$ cat src/rtl/mant_norm_seq_pkg.sv
// rtl/mant_norm_seq_pkg.sv - widths, exponent limit and FSM states for the mantissa normalizer
package mant_norm_seq_pkg;

  localparam int MW = 25;
  localparam int EW = 8;
  localparam logic [EW-1:0] EXP_MAX = {EW{1'b1}};

  typedef enum logic [2:0] {
    ST_IDLE   = 3'd0,
    ST_ADD    = 3'd1,
    ST_NORM_R = 3'd2,
    ST_NORM_L = 3'd3,
    ST_DONE   = 3'd4
  } state_t;

endpackage

$ cat src/rtl/mant_addsub.sv
// rtl/mant_addsub.sv - combinational mantissa add or magnitude subtract
module mant_addsub
  import mant_norm_seq_pkg::*;
(
  input  logic [MW-1:0] a_i,
  input  logic [MW-1:0] b_i,
  input  logic          op_sub_i,
  output logic [MW:0]   res_o,
  output logic          b_gt_a_o
);

  // Result carries one extra bit so an addition carry is visible to the normalizer.
  always_comb begin
    b_gt_a_o = op_sub_i && (b_i > a_i);
    if (!op_sub_i) begin
      res_o = {1'b0, a_i} + {1'b0, b_i};
    end else if (b_i > a_i) begin
      res_o = {1'b0, b_i - a_i};
    end else begin
      res_o = {1'b0, a_i - b_i};
    end
  end

endmodule

$ cat src/rtl/mant_norm_seq.sv
// rtl/mant_norm_seq.sv - sequential add/sub with one-bit-per-cycle normalization
module mant_norm_seq
  import mant_norm_seq_pkg::*;
(
  input  logic            clk,
  input  logic            clear,
  input  logic            start,
  output logic            ready,
  input  logic [2*MW-1:0] saved_mants,
  input  logic            op_sub,
  input  logic [EW-1:0]   exp_in,
  output logic [MW-1:0]   mant_out,
  output logic [EW-1:0]   exp_out,
  output logic            sign_flip,
  output logic            zero,
  output logic            overflow,
  output logic            underflow,
  output logic            done
);

  state_t        state_q, state_d;
  logic [MW-1:0] a_q, a_d, b_q, b_d;
  logic          sub_q, sub_d;
  logic [EW-1:0] exp_in_q, exp_in_d;
  logic [MW:0]   acc_q, acc_d;
  logic [EW-1:0] exp_q, exp_d;
  logic          flip_q, flip_d;
  logic [MW-1:0] mant_q, mant_d;
  logic [EW-1:0] expo_q, expo_d;
  logic          zero_q, zero_d, ovf_q, ovf_d, unf_q, unf_d;

  logic [MW:0]   sum;
  logic          b_gt_a;
  logic [EW-1:0] exp_inc;
  logic [MW:0]   acc_shl;

  mant_addsub u_addsub (
    .a_i      (a_q),
    .b_i      (b_q),
    .op_sub_i (sub_q),
    .res_o    (sum),
    .b_gt_a_o (b_gt_a)
  );

  // State register; clear drops back to idle and wipes every result.
  always_ff @(posedge clk) begin
    if (clear) begin
      state_q <= ST_IDLE;
    end else begin
      state_q <= state_d;
    end
  end

  // Working and result registers.
  always_ff @(posedge clk) begin
    if (clear) begin
      a_q      <= '0;
      b_q      <= '0;
      sub_q    <= 1'b0;
      exp_in_q <= '0;
      acc_q    <= '0;
      exp_q    <= '0;
      flip_q   <= 1'b0;
      mant_q   <= '0;
      expo_q   <= '0;
      zero_q   <= 1'b0;
      ovf_q    <= 1'b0;
      unf_q    <= 1'b0;
    end else begin
      a_q      <= a_d;
      b_q      <= b_d;
      sub_q    <= sub_d;
      exp_in_q <= exp_in_d;
      acc_q    <= acc_d;
      exp_q    <= exp_d;
      flip_q   <= flip_d;
      mant_q   <= mant_d;
      expo_q   <= expo_d;
      zero_q   <= zero_d;
      ovf_q    <= ovf_d;
      unf_q    <= unf_d;
    end
  end

  // Next-state and datapath: results are written on the edge that enters DONE.
  always_comb begin
    state_d  = state_q;
    a_d      = a_q;
    b_d      = b_q;
    sub_d    = sub_q;
    exp_in_d = exp_in_q;
    acc_d    = acc_q;
    exp_d    = exp_q;
    flip_d   = flip_q;
    mant_d   = mant_q;
    expo_d   = expo_q;
    zero_d   = zero_q;
    ovf_d    = ovf_q;
    unf_d    = unf_q;
    exp_inc  = (exp_q == EXP_MAX) ? EXP_MAX : exp_q + 1'b1;
    acc_shl  = {acc_q[MW-1:0], 1'b0};

    case (state_q)
      ST_IDLE: begin
        if (start) begin
          a_d      = saved_mants[2*MW-1:MW];
          b_d      = saved_mants[MW-1:0];
          sub_d    = op_sub;
          exp_in_d = exp_in;
          flip_d   = 1'b0;
          mant_d   = '0;
          expo_d   = '0;
          zero_d   = 1'b0;
          ovf_d    = 1'b0;
          unf_d    = 1'b0;
          state_d  = ST_ADD;
        end
      end
      ST_ADD: begin
        acc_d  = sum;
        exp_d  = exp_in_q;
        flip_d = b_gt_a;
        if (sum == '0) begin
          zero_d  = 1'b1;
          state_d = ST_DONE;
        end else if (sum[MW]) begin
          state_d = ST_NORM_R;
        end else if (sum[MW-1]) begin
          mant_d  = sum[MW-1:0];
          expo_d  = exp_in_q;
          state_d = ST_DONE;
        end else begin
          state_d = ST_NORM_L;
        end
      end
      ST_NORM_R: begin
        exp_d = exp_inc;
        if (exp_inc == EXP_MAX) begin
          ovf_d  = 1'b1;
          mant_d = '0;
        end else begin
          mant_d = acc_q[MW:1];
        end
        expo_d  = exp_inc;
        state_d = ST_DONE;
      end
      ST_NORM_L: begin
        // Each shift lands in DONE as soon as the hidden bit arrives, so k shifts cost k edges.
        // A nonzero accumulator reaches the hidden bit within MW-1 shifts.
        if (acc_q[MW-1]) begin
          mant_d  = acc_q[MW-1:0];
          expo_d  = exp_q;
          state_d = ST_DONE;
        end else if (exp_q > EW'(1)) begin
          acc_d = acc_shl;
          exp_d = exp_q - 1'b1;
          if (acc_shl[MW-1]) begin
            mant_d  = acc_shl[MW-1:0];
            expo_d  = exp_q - 1'b1;
            state_d = ST_DONE;
          end
        end else begin
          unf_d   = 1'b1;
          mant_d  = acc_q[MW-1:0];
          expo_d  = '0;
          state_d = ST_DONE;
        end
      end
      ST_DONE: begin
        state_d = ST_IDLE;
      end
      default: begin
        state_d = ST_IDLE;
      end
    endcase
  end

  assign ready     = (state_q == ST_IDLE);
  assign done      = (state_q == ST_DONE);
  assign mant_out  = mant_q;
  assign exp_out   = expo_q;
  assign sign_flip = flip_q;
  assign zero      = zero_q;
  assign overflow  = ovf_q;
  assign underflow = unf_q;

endmodule

$ cat config.mk
export PLATFORM = sky130hd
export DESIGN_NAME = mant_norm_seq
export DESIGN_NICKNAME = d
export VERILOG_FILES = /design/src/rtl/mant_norm_seq_pkg.sv /design/src/rtl/mant_addsub.sv /design/src/rtl/mant_norm_seq.sv
export SDC_FILE = /design/constraint.sdc
export NUM_CORES = 1
export LEC_CHECK = 0
export ABC_AREA = 1
export CAP_MARGIN = 20
export CORE_MARGIN = 3
export CORE_UTILIZATION = 43
export CTS_CLUSTER_DIAMETER = 150
export CTS_CLUSTER_SIZE = 14
export DETAILED_ROUTE_END_ITERATION = 12
export PLACE_DENSITY = 0.69
export REMOVE_ABC_BUFFERS = 1
export SYNTH_ARGS = -nofsm -noshare
export SYNTH_HDL_FRONTEND = slang
export SYNTH_SLANG_ARGS = --single-unit
$ cat constraint.sdc
create_clock -name clk -period 3.41 [get_ports clk]
set_clock_uncertainty 0.15 [all_clocks]
set_input_delay 0.682 -clock clk [delete_from_list [all_inputs] [get_ports clk]]
set_output_delay 0.682 -clock clk [all_outputs]
set_load 0.01 [all_outputs]
==> impl_metrics.py <==
metrics = {
    "final_layout": {
        "antenna_cells": 0,
        "final_area_sq_um": 15100,
        "final_cell_mix": "527 x nand2_1, 294 x inv_1, 158 x a21oi_1",
        "fillCellCount": 2781,
        "area_growth_pct": 27.4,
        "multi_input_area_sq_um": 7920,
        "final_net_count": 2298,
        "final_common_cell": "nand2_1",
        "layout-drive-gt1-share_pct": 15.0,
        "fin_util_pct": 55.8,
        "final-seq-area_sq_um": 2680,
    },
    "flow_run": {
        "cap_violations": 0,
    },
    "status": {
        "status": "finished clean",
    },
    "sta": {
        "period_needed_ps": 3160,
        "finalCritPeriodShare_pct": 92.6,
        "slew_violations": 0,
        "setup_tns_ps": 0,
        "max-slew-margin-rel_pct": 46.5,
        "finalSetupViolations": 0,
        "fmax_mhz": 317,
        "hold_viol": 0,
        "tightest_slew_ps": 801,
        "rsz0062_at_grt": "true",
    },
    "synthesis": {
        "synth_cell_types": 51,
        "synth_edf_count": 0,
        "seq_area_frac_synth_pct": 22.5,
        "syn_area_per_cell_sq_um": 5.99,
        "syn_area_sq_um": 11800,
        "synth-seq-cells": 133,
        "synth_cells": 1973,
        "yosys_warnings": 0,
        "async_flop_share_pct": 0,
        "synth-main-ff-cell": "dfxtp_1",
    },
    "floorplan": {
        "row_count": 60,
        "dieWidth_um": 172,
        "die_area_sq_um": 29500,
        "io-pin-count": 101,
        "core_area_sq_um": 27000,
        "die_y_um": 172,
        "start_util_pct": 43.8,
    },
    "clocking": {
        "cts_tree": "done",
        "cts_buffer_depth": 2,
        "root_buffer": "clkbuf_16",
        "clk_pin_slew_ps": 60,
        "cts-buffers-inserted": 17,
        "ctsHoldBuffers": 0,
        "cts.sinks": 133,
        "cts_htree_levels": 4,
        "clock_latency_ps": 440,
    },
    "drt": {
        "drtPass1Iterations": 6,
        "wl_per_cell_um": 17.0,
        "postRouteAntennaNets": 0,
        "wl_mm": 42.6,
        "drc_errors": 0,
        "vias": 13300,
        "drt_first_iter_violations": 1221,
        "viasPerCell": 5.30,
    },
    "placed_design": {
        "dp_hpwl_mm": 33.7,
        "place_area_sq_um": 13900,
        "finalWeightedCongestion": 0.962,
        "io_buffers": 100,
    },
    "critical_path": {
        "r2r-start": "a_q[11]",
        "endpoint_kind": "flip-flop",
        "crit_fanout": 8,
        "worstPathArrival_ps": 3300,
        "cpMaxStageDelayCell": "dfxtp_1",
        "critPathLaunchType": "flip-flop",
        "crit_required_ps": 3550,
        "r2r-end": "state_q[0]",
        "crit_type": "flip-flop to flip-flop",
        "cp_cell_sequence": "inv_1, ha_4, buf_4, nand2_2, nor2_4, nand2_2, nor3_4, nand3b_4, inv_1, nor2_2, buf_4, nor2_1, nor2_1, nor2_1, nand2_1, nor2_1, nand2_1, nor2_2, nand2_2, nand3_1, nand2_1, nand2_1, a21oi_1",
        "reg2reg_slack_ps": 250,
        "slowest_delay_ps": 330,
        "reg2reg_depth": 23,
    },
    "worst_hold_path": {
        "holdPathEnd": "mant_out[22]",
        "hold-path-cell-count": 2,
        "hold_path_class": "flip-flop to flip-flop",
        "holdCritStartpoint": "mant_out[22]",
    },
    "global_route": {
        "grt_max_degree": 84,
        "antenna_found_initial": 0,
        "grt_pass1_wl_mm": 66.5,
        "grt_pass1_vias": 12400,
        "grt-ovfl-total": 0,
        "grt_util_all_layers_pct": 28.6,
    },
    "power_and_ir_drop": {
        "power_density_nw_per_um2": 1140,
        "p_total_mw": 17.1,
        "leakagePower_nw": 7.15,
        "ir_worst_vdd_mv": 0.413,
    },
}
## cell usage after synthesis (2+ instances only)
| master | number | area share (%) |
|---|---|---|
| o21ai_0 | 155 | 6.6 |
| dfxtp_1 | 133 | 23 |
| a221oi_1 | 22 | 1.6 |
| a211oi_1 | 4 | 0.25 |
| nand2_4 | 6 | 0.57 |
| buf_6 | 9 | 0.86 |
| o211ai_1 | 3 | 0.19 |
| nand2_1 | 542 | 17 |
| buf_4 | 19 | 1.2 |
| nand3_2 | 2 | 0.17 |
| o21ai_1 | 7 | 0.30 |
| a31oi_1 | 30 | 1.6 |
| nor2_1 | 160 | 5.1 |
| inv_2 | 10 | 0.32 |
| ha_1 | 78 | 8.3 |
| nor2_2 | 12 | 0.63 |
| a21oi_1 | 167 | 7.1 |
| nand3b_1 | 3 | 0.19 |
| clkbuf_1 | 44 | 1.4 |
| nor3_1 | 13 | 0.55 |
| or2_2 | 2 | 0.11 |
| a21oi_2 | 3 | 0.22 |
| nand3_1 | 127 | 5.4 |
| buf_1 | 3 | 0.095 |
| buf_2 | 14 | 0.59 |
| clkinv_1 | 3 | 0.095 |
| o21bai_1 | 2 | 0.13 |
| nor3_2 | 2 | 0.17 |
| nand2_2 | 13 | 0.69 |
| nor2_4 | 2 | 0.19 |
| a311oi_1 | 3 | 0.22 |
| a32oi_1 | 6 | 0.44 |
| xor2_1 | 27 | 2.0 |
| and2_1 | 2 | 0.11 |
| fa_1 | 3 | 0.51 |
| nand4_1 | 22 | 1.2 |
| o31ai_1 | 2 | 0.13 |
| inv_1 | 297 | 9.4 |
| o2111ai_1 | 9 | 0.67 |
## sequential cells by signal, indices dropped and copies added, names as in the netlist
signal,cells
mant_out,25
sign_flip,1
acc_q,26
sub_q,1
overflow,1
zero,1
underflow,1
b_q,25
state_q,3
exp_out,8
exp_in_q,8
a_q,25
exp_q,8
## area by class of cell
type / instances / share of cell area (%)
Tap cell: 341 / 2.83
Sequential cell: 133 / 17.8
Inverter: 310 / 7.73
Timing Repair Buffer: 253 / 14.7
Multi-Input combinational cell: 1440 / 52.6
Clock inverter: 13 / 1.46
Clock buffer: 18 / 2.91
## layer usage
layer	up-vias	global-route usage [%]	wire length, um
met1	6065	38.7	19500
met3	48	3.03	2210
met4	0	6.00	695
li1	6723	-	-
met5	-	0	0
met2	458	49.3	20200
## worst max path at each step
| stage | start | to | cells after the start |
|---|---|---|---|
| final | a_q[11] | state_q[0] | 23 |
| after global routing | a_q[11] | state_q[0] | 23 |
| after CTS | a_q[10] | state_q[0] | 24 |
| after detailed placement | a_q[4] | exp_out[6] | 20 |
| after global placement | a_q[4] | mant_out[10] | 18 |
| after floorplan | exp_q[0] | exp_out[6] | 14 |
## worst max-delay path, delay by kind of cell (launching register included)
kind | cells | cell delay (ps)
AOI/OAI and AO/OA | 1 | 60
adders and majority gates | 1 | 320
buffers and inverters | 4 | 460
DFF | 1 | 330
and+or+nand+nor | 17 | 1690
## kinds of logic (layout without fill, tap and decap cells)
group / count (synthesis) / count (layout) / synth area share, %
AOI/OAI and AO/OA: 419 / 419 / 19.8
xor gates and xnor gates: 27 / 27 / 2.00
adders and majority gates: 81 / 81 / 8.76
buffers and inverters: 400 / 594 / 14.1
DFF: 133 / 133 / 22.5
and+or+nand+nor: 913 / 913 / 32.8
## metrics by stage
stage               std cells  worst slack [ps]  hold WS [ps]
floorplan                1883              -115           289
global placement         2463             -13.1           296
detailed placement       2463             -43.8           302
CTS                      2494              27.2           310
global route             2508             -13.9           329
finish                   2508               253           307
## where the power goes
group	leakage [nW]	switching (mW)	internal, mW	total [mW]
logic	5.74	7.64	4.76	12.4
registers	1.10	0.465	2.08	2.54
clock network	0.316	0.844	1.33	2.17
## repair_timing
item / CTS / global route
pin swaps: 0 / 19
setup buffers: 0 / 14
endpoints found under the setup margin: 26 / 37
resized for setup: 1 / 109
Note: power is estimated with default switching activity, not from simulation.
